==> config.mk <==
export PLATFORM = sky130hd
export DESIGN_NAME = ieee_to_fixed_seq
export DESIGN_NICKNAME = d
export VERILOG_FILES = /design/src/rtl/ieee_to_fixed_seq.sv
export SDC_FILE = /design/constraint.sdc
export NUM_CORES = 1
export LEC_CHECK = 0
export BUFFER_PORTS_ARGS = -buffer_cell sky130_fd_sc_hd__buf_2
export CAP_MARGIN = 20
export CORE_UTILIZATION = 43
export DETAILED_ROUTE_END_ITERATION = 6
export GPL_TIMING_DRIVEN = 1
export PLACE_DENSITY = 0.69
export SLEW_MARGIN = 20
export SYNTH_ARGS = -nofsm -noshare
export SYNTH_HDL_FRONTEND = slang
export SYNTH_SLANG_ARGS = --single-unit
==> constraint.sdc <==
create_clock -name clock -period 1.8 [get_ports clock]
set_clock_uncertainty 0.15 [all_clocks]
set_input_delay 0.18 -clock clock [delete_from_list [all_inputs] [get_ports clock]]
set_output_delay 0.18 -clock clock [all_outputs]
set_load 0.02 [all_outputs]
==> src/rtl/ieee_to_fixed_seq.sv <==
// Sequential IEEE-style float to fixed-point converter. A 1-bit-per-cycle shifter normalises the
// significand, and a start/busy/done handshake frames each conversion.
module ieee_to_fixed_seq #(
  parameter int unsigned EXP_W      = 8,
  parameter int unsigned MAN_W      = 8,
  parameter int          BIAS       = 127,
  parameter int unsigned INT_W      = 8,
  parameter int unsigned FRAC_W     = 8,
  parameter int unsigned SIGNED_OUT = 0
) (
  input  logic              clock,
  input  logic              reset_n,
  input  logic              start,
  input  logic              sign,
  input  logic [EXP_W-1:0]  exponent,
  input  logic [MAN_W-1:0]  mantissa,
  output logic              busy,
  output logic              done,
  output logic              sign_out,
  output logic [INT_W-1:0]  int_part,
  output logic [FRAC_W-1:0] frac_part,
  output logic              overflow,
  output logic              underflow,
  output logic              invalid
);

  localparam int unsigned W     = INT_W + FRAC_W + MAN_W;
  localparam int unsigned PtPos = FRAC_W + MAN_W;
  localparam int unsigned OutW  = INT_W + FRAC_W;
  localparam int unsigned CntW  = $clog2(W + 1);

  typedef enum logic [1:0] {StIdle, StShift, StDone} state_e;

  // Result class decided at load; only KNormal takes its magnitude from the accumulator.
  typedef enum logic [2:0] {KNormal, KZero, KOvf, KInf, KNan, KUnf} kind_e;

  state_e            state_q, state_d;
  kind_e             kind_q, kind_d;
  logic [W-1:0]      acc_q, acc_d;
  logic [CntW-1:0]   count_q, count_d;
  logic              left_q, left_d;
  logic              sign_l_q, sign_l_d;
  logic              done_q, done_d;
  logic              sign_out_q, sign_out_d;
  logic [INT_W-1:0]  int_q, int_d;
  logic [FRAC_W-1:0] frac_q, frac_d;
  logic              ovf_q, ovf_d;
  logic              unf_q, unf_d;
  logic              inv_q, inv_d;

  int                e_eff;
  int                n_abs;
  logic              exp_ones;
  logic              exp_zero;
  logic [W-1:0]      acc_load;
  logic [OutW-1:0]   mag;
  logic [OutW-1:0]   res;

  always_comb begin
    state_d    = state_q;
    kind_d     = kind_q;
    acc_d      = acc_q;
    count_d    = count_q;
    left_d     = left_q;
    sign_l_d   = sign_l_q;
    done_d     = 1'b0;
    sign_out_d = sign_out_q;
    int_d      = int_q;
    frac_d     = frac_q;
    ovf_d      = ovf_q;
    unf_d      = unf_q;
    inv_d      = inv_q;
    mag        = '0;
    res        = '0;

    exp_ones = &exponent;
    exp_zero = (exponent == '0);
    e_eff    = exp_zero ? (1 - BIAS) : (int'(exponent) - BIAS);
    n_abs    = (e_eff < 0) ? -e_eff : e_eff;
    acc_load = '0;
    acc_load[PtPos -: MAN_W+1] = {~exp_zero, mantissa};

    unique case (state_q)
      StIdle: begin
        if (start) begin
          ovf_d    = 1'b0;
          unf_d    = 1'b0;
          inv_d    = 1'b0;
          sign_l_d = sign;
          acc_d    = acc_load;
          left_d   = (e_eff > 0);
          count_d  = CntW'(n_abs);
          state_d  = StDone;
          if (exp_ones) begin
            kind_d = (mantissa == '0) ? KInf : KNan;
          end else if (exp_zero && mantissa == '0) begin
            kind_d = KZero;
          end else if (e_eff > 0 && n_abs >= int'(INT_W)) begin
            kind_d = KOvf;
          end else if (e_eff < 0 && n_abs > int'(PtPos)) begin
            kind_d = KUnf;
          end else begin
            kind_d = KNormal;
            if (n_abs != 0) state_d = StShift;
          end
        end
      end
      StShift: begin
        acc_d   = left_q ? (acc_q << 1) : (acc_q >> 1);
        count_d = count_q - CntW'(1);
        if (count_q == CntW'(1)) state_d = StDone;
      end
      StDone: begin
        unique case (kind_q)
          KNormal:    mag = acc_q[W-1 -: OutW];
          KOvf, KInf: mag = (SIGNED_OUT != 0) ? {1'b0, {(OutW-1){1'b1}}} : '1;
          default:    mag = '0;
        endcase
        sign_out_d = sign_l_q & (|mag);
        res        = (SIGNED_OUT != 0 && sign_out_d) ? -mag : mag;
        int_d      = res[OutW-1 -: INT_W];
        frac_d     = res[FRAC_W-1:0];
        ovf_d      = (kind_q == KOvf);
        inv_d      = (kind_q == KInf) || (kind_q == KNan);
        unf_d      = (kind_q == KUnf) || (kind_q == KNormal && mag == '0);
        done_d     = 1'b1;
        state_d    = StIdle;
      end
      default: state_d = StIdle;
    endcase
  end

  always_ff @(posedge clock or negedge reset_n) begin
    if (!reset_n) begin
      state_q    <= StIdle;
      kind_q     <= KZero;
      acc_q      <= '0;
      count_q    <= '0;
      left_q     <= 1'b0;
      sign_l_q   <= 1'b0;
      done_q     <= 1'b0;
      sign_out_q <= 1'b0;
      int_q      <= '0;
      frac_q     <= '0;
      ovf_q      <= 1'b0;
      unf_q      <= 1'b0;
      inv_q      <= 1'b0;
    end else begin
      state_q    <= state_d;
      kind_q     <= kind_d;
      acc_q      <= acc_d;
      count_q    <= count_d;
      left_q     <= left_d;
      sign_l_q   <= sign_l_d;
      done_q     <= done_d;
      sign_out_q <= sign_out_d;
      int_q      <= int_d;
      frac_q     <= frac_d;
      ovf_q      <= ovf_d;
      unf_q      <= unf_d;
      inv_q      <= inv_d;
    end
  end

  assign busy      = (state_q == StShift);
  assign done      = done_q;
  assign sign_out  = sign_out_q;
  assign int_part  = int_q;
  assign frac_part = frac_q;
  assign overflow  = ovf_q;
  assign underflow = unf_q;
  assign invalid   = inv_q;

endmodule

* After elaboration in Yosys (flattened, before gate mapping) *
Index checks and enable logic that the tools add are counted.

storage, ports and cells
  bits in registers = 57
  logic and storage cells = 79

operators by class
  add/subtract/negate cells = 3
  magnitude comparators = 4
  eq/ne operators = 9
  mux-type cells = 27
  bitwise logic cells = 2
  reductions and logical operators = 21

operators by type and width
  kind                                                                 number
  2-to-1 mux 32 bit                                                    2
  2-to-1 mux 24 bit                                                    2
  one-hot mux 24 bit (2 select lines)                                  1
  greater-or-equal comparator 32 x 5 -> 1 bit (second input constant)  1
  greater-than comparator 32 x 1 -> 1 bit (second input constant)      1
  greater-than comparator 32 x 6 -> 1 bit (second input constant)      1
  less-than comparator 32 x 1 -> 1 bit (second input constant)         1
  negator 32 bit                                                       1
  one-hot mux 16 bit (2 select lines)                                  1
  nonzero test 32 bit                                                  1
  logical NOT 16 bit                                                   1
  logical NOT 8 bit                                                    2
  2-to-1 mux 16 bit                                                    1
  OR reduction 16 bit                                                  1
  2-to-1 mux 3 bit                                                     5
  2-to-1 mux 2 bit                                                     7
  one-hot mux 5 bit (2 select lines)                                   1
  subtractor 8 x 7 -> 9 bit (second input constant)                    1
  AND reduction 2 bit                                                  4
  AND reduction 8 bit                                                  1
  equality test 3 x 2 -> 1 bit (second input constant)                 2
  equality test 3 bit (second input constant)                          2
  one-hot mux 1 bit (2 select lines)                                   3
  equality test 5 x 1 -> 1 bit (second input constant)                 1
  16 further kinds                                                     22

* Depth between registers and ports, before layout *
  depth in word-level cells = 12
  gate-level depth with buffers = 11
  mapped depth without buffers = 10

* Least setup slack after synthesis *
Ideal clock, no wire load.

  path kind = input-to-reg
  start = in exponent[0]
  end = reg kind_q[1]
  setup time = 0.140 ns
  data arrival time = 2.256 ns
  data required time = 1.510 ns
  setup slack = -0.745 ns
  stages on the path = 11
  path buffers = 1
  path through = buf_2 inv_1 ha_1 nand2b_1 a21oi_1 o2111a_1 a41oi_1 or3_4 o31ai_2 mux2_2 a21oi_1

on the way
  cells in the longest elaborated chain, start to end = 9
  elaborated cells between the ends (all ways) = 14
  those cells by class = 2 x add/sub; 3 x order compare; 5 x mux; 4 x reduce/logical

ends and longest elaborated chain
  what                                                                    line    RTL
  start, declared                                                         15      input logic [EXP_W-1:0] exponent,
  subtractor 8 x 7 -> 9 bit or logical NOT 8 bit (tied branches)          78, 77
  2-to-1 mux 32 bit                                                       78      e_eff = exp_zero ? (1 - BIAS) : (int'(exponent) - BIAS);
  negator 32 bit or less-than comparator 32 x 1 -> 1 bit (tied branches)  79      n_abs = (e_eff < 0) ? -e_eff : e_eff;
  2-to-1 mux 32 bit                                                       79
  greater-or-equal comparator 32 x 5 -> 1 bit                             98      end else if (e_eff > 0 && n_abs >= int'(INT_W)) begin
  logical AND 1 bit                                                       98
  2-to-1 mux 3 bit                                                        98
  2-to-1 mux 3 bit                                                        96      end else if (exp_zero && mantissa == '0) begin
  2-to-1 mux 3 bit (*)                                                    94      if (exp_ones) begin
  end signal, assigned                                                    136     kind_q <= KZero;
  end signal, assigned                                                    150     kind_q <= kind_d;
  end, declared                                                           38      kind_e kind_q, kind_d;

Every way passes the cells marked *; elsewhere a longest branch is shown, timed or not.
A chain may end at the register's enable or synchronous reset.

* Worst setup path after layout *
Ends and elaborated chain as after synthesis.

==> flow_summary.yaml <==
final_layout:
  syn_to_final_growth_pct: 31.8
  final_cell_mix: "56 x dfrtp_1, 56 x buf_4, 45 x nand2_1"
  n_antenna_cell: 0
  layout.nets: 494
  fin_area_sq_um: 4600
  drive_gt1_share_pct: 34.6
sta:
  finalCriticalPeriod_ns: 2.10
  fmax_mhz: 477
  finalWorstSetupSlack_ns: -0.297
  rsz0062_at_grt: "yes"
  worst_pin_slew_ns: 0.714
  relSlewSlack_pct: 52.4
  hold_viol: 0
  finalSetupViolCount: 6
  period_share_pct: 117
  slew_viol_final: 0
global_routing:
  busiest_layer: "met2"
  grt_pass1_wl_microns: 14800
  grt_use_total_pct: 21.9
  met2_usage_pct: 36.2
  grt_max_degree: 30
  use_met3_pct: 4.73
  grt_pass1_vias: 3095
  grt_antenna_before_repair: 0
  globalRouteMet1Util_pct: 28.5
  grt_overflow: 0
route:
  vias: 3172
  wl_microns: 8650
  dr.pass1.iters: 4
  wl_per_cell_microns: 15.0
  drt_iter0_markers: 129
  routed_via_density: 5.51
  ant_nets: 0
  drc: 0
setup_path:
  critical_path.most_common_cell: "o31ai_4"
  crit_slowest_cell: "or4b_4"
  critical_path_class: "in2reg"
  arrival_ns: 2.17
  cpPeakStageDelay_ns: 0.53
  cp_cell_sequence: "buf_8 > ha_4 > or4b_4 > o31ai_4 > and2b_4 > mux2i_4 > or3_4 > o31ai_4 > mux2_4 > a21oi_2"
  cp.required_ns: 1.88
  worst_setup_path_end_kind: "register"
  worstPathMaxFanout: 7
  start_kind: "input pin"
job:
  drv_cap: 0
yosys:
  synth_mux_area_share_pct: 7.25
  synth_area_sq_um: 3490
  yosys-top-cells-area: "dfrtp_1 40%, mux2i_1 6.6%, o21ai_0 6.2%, a21oi_1 5.7%, nand2_1 4.9%"
  synth_top_family_by_area: "compound AO/OA/AOI/OAI gates"
  yosysTopAreaCellShare_pct: 40.2
  netlist_instances: 383
  synth_top_cell_by_area: "dfrtp_1"
  synth-async-reset-ratio_pct: 100
  syn_avg_cell_area_sq_um: 9.11
  ys_warn_count: 0
  syn_nets: 408
  synth_ff_type: "dfrtp_1"
  synth_edf_count: 0
  ys_seq_area_share_pct: 40.9
  synth_xor_area_share_pct: 2.15
  synthAdderAreaFrac_pct: 1.79
  ys_types: 71
  synth_compound_area_share_pct: 24.4
  synth-simple-area-share_pct: 17.8
  synth-seq-cells: 57
die:
  ios: 42
  die_x_microns: 92.1
  dieArea_sq_um: 8480
  die_y_microns: 92.1
  core_area_sq_um: 7770
  row_count: 32
  initial_utilization_pct: 44.9
outcome:
  violations: "setup timing"
  outcome: "complete, but fails checks"
cts:
  cts_root_buf: "clkbuf_8"
  cts_made_buffers: 9
  cts_tree: "done"
  cts.clk_slew.worst_paths_ns: 0.06
  clkSinkCount: 57
  clock_path_buffers: 2
  clk_latency_ns: 0.34
  cts.htree.levels: 3
worst_hold_path:
  holdCritPathClass: "in2reg"
pwr:
  p_leak_nw: 2.06
  ir_drop_uv: 726
  powerDensity_nw_per_um2: 1360
placed_design:
  portBuffers: 41
  dpl.hpwl_microns: 6220
  place_ws_ns: -0.686
  gp_congestion: 0.897
  place_area_sq_um: 4220
==> path summary, 6_finish.rpt <==
path                       slack (ns)    startpoint           end  cells past startpoint
setup / recovery                -0.30   exponent[0]     kind_q[1]                     10
hold / removal                   0.12   mantissa[5]     acc_q[13]                      4
setup reg to reg                 0.08     acc_q[13]     underflow                      5
hold reg to reg                  0.32  frac_part[6]  frac_part[6]                      2
max in group asynchronous        0.69       reset_n     kind_q[0]                      3
min in group asynchronous        0.20       reset_n  frac_part[0]                      2
==> state kept, by name (all words and copies together) (netlist names) <==
register   cells
frac_part      8
overflow       1
sign_l_q       1
int_part       8
sign_out       1
count_q        5
acc_q         24
done           1
underflow      1
invalid        1
state_q        2
kind_q         3
left_q         1
==> report_power, final <==
| part | total (W) | switching, W | internal [W] |
|---|---|---|---|
| clock | 0.00106 | 0.000524 | 0.000531 |
| sequential | 0.00225 | 0.000469 | 0.00178 |
| combinational | 0.00294 | 0.00169 | 0.00124 |
| total | 0.00624 | 0.00269 | 0.00355 |
==> synthesized netlist by cell type, drive strengths merged, types with 2 or more instances <==
| library cell | instances |
|---|---|
| mux2 | 2 |
| a21bo | 2 |
| a31o | 3 |
| and4b | 2 |
| ha | 5 |
| nor2b | 3 |
| nor4 | 7 |
| a22oi | 2 |
| and2 | 2 |
| nor2 | 18 |
| o22a | 9 |
| a311oi | 2 |
| xnor2 | 3 |
| a32o | 3 |
| buf | 13 |
| nand2 | 46 |
| inv | 9 |
| and3 | 2 |
| nor3 | 5 |
| a31oi | 5 |
| dfrtp | 56 |
| xor2 | 3 |
| clkinv | 2 |
| o31ai | 5 |
| nor3b | 9 |
| o21ai | 45 |
| or2 | 3 |
| mux2i | 23 |
| nand2b | 2 |
| a21oi | 40 |
| o2111a | 2 |
| o21bai | 2 |
| nand3 | 4 |
| nand4 | 3 |
| a21boi | 2 |
| clkbuf | 17 |
| a22o | 2 |
==> critical path: cells and delay by family <==
| kind | cells | cell delay [ns] |
|---|---|---|
| adder cells (fa/ha/maj) | 1 | 0.17 |
| multiplexers | 2 | 0.26 |
| buffers and inverters | 1 | 0.11 |
| AND/OR/NAND/NOR | 3 | 1.11 |
| AO/OA/AOI/OAI | 3 | 0.34 |
==> repair_timing <==
| item | in CTS | in global routing |
|---|---|---|
| pin swaps | 9 | 6 |
| setup endpoints to repair | 9 | 12 |
| gates resized for setup | 18 | 18 |
| endpoints found under the hold margin | 20 | 0 |
| setup buffers | 4 | 2 |
| hold buffers | 2 | 0 |
==> metrics by stage <==
step / std cells / util [%] / total power (W) / hold WS, ns / setup TNS, ns
final: 576 / 59.2 / 0.00624 / 0.116 / -1.31
after detailed placement: 552 / 54.3 / 0.00510 / 0.0205 / -5.32
after global placement: 552 / 54.3 / 0.00501 / 0.0108 / -4.94
after floorplan: 383 / - / 0.00417 / -0.266 / -1.88
after CTS: 574 / 57.9 / 0.00622 / 0.103 / -1.12
after global routing: 576 / 59.2 / 0.00671 / 0.128 / -1.77
==> logic make-up (layout without fill, tap and decap cells) <==
group | after synthesis | count (layout)
simple gates | 115 | 115
mux | 25 | 25
flops | 57 | 57
xor+xnor | 7 | 7
compound gates | 133 | 133
buf+inv | 41 | 132
fa+ha+maj | 5 | 5
==> cell type report <==
type	instances	area [sq um]
repair buffers	105	751
flip-flops and latches	57	1430
inverters	11	46.3
clock buffers	11	141
fillers	697	3170
multi-input cells	285	2070
well taps	102	128
clock inverters	5	31.3
==> layer usage <==
layer,up-vias,part of all wire (%)
li1,1572,-
met1,1516,46
met2,73,49
met3,11,3.4
met4,0,1.7
met5,-,0
Note: power is estimated with default switching activity, not from simulation.
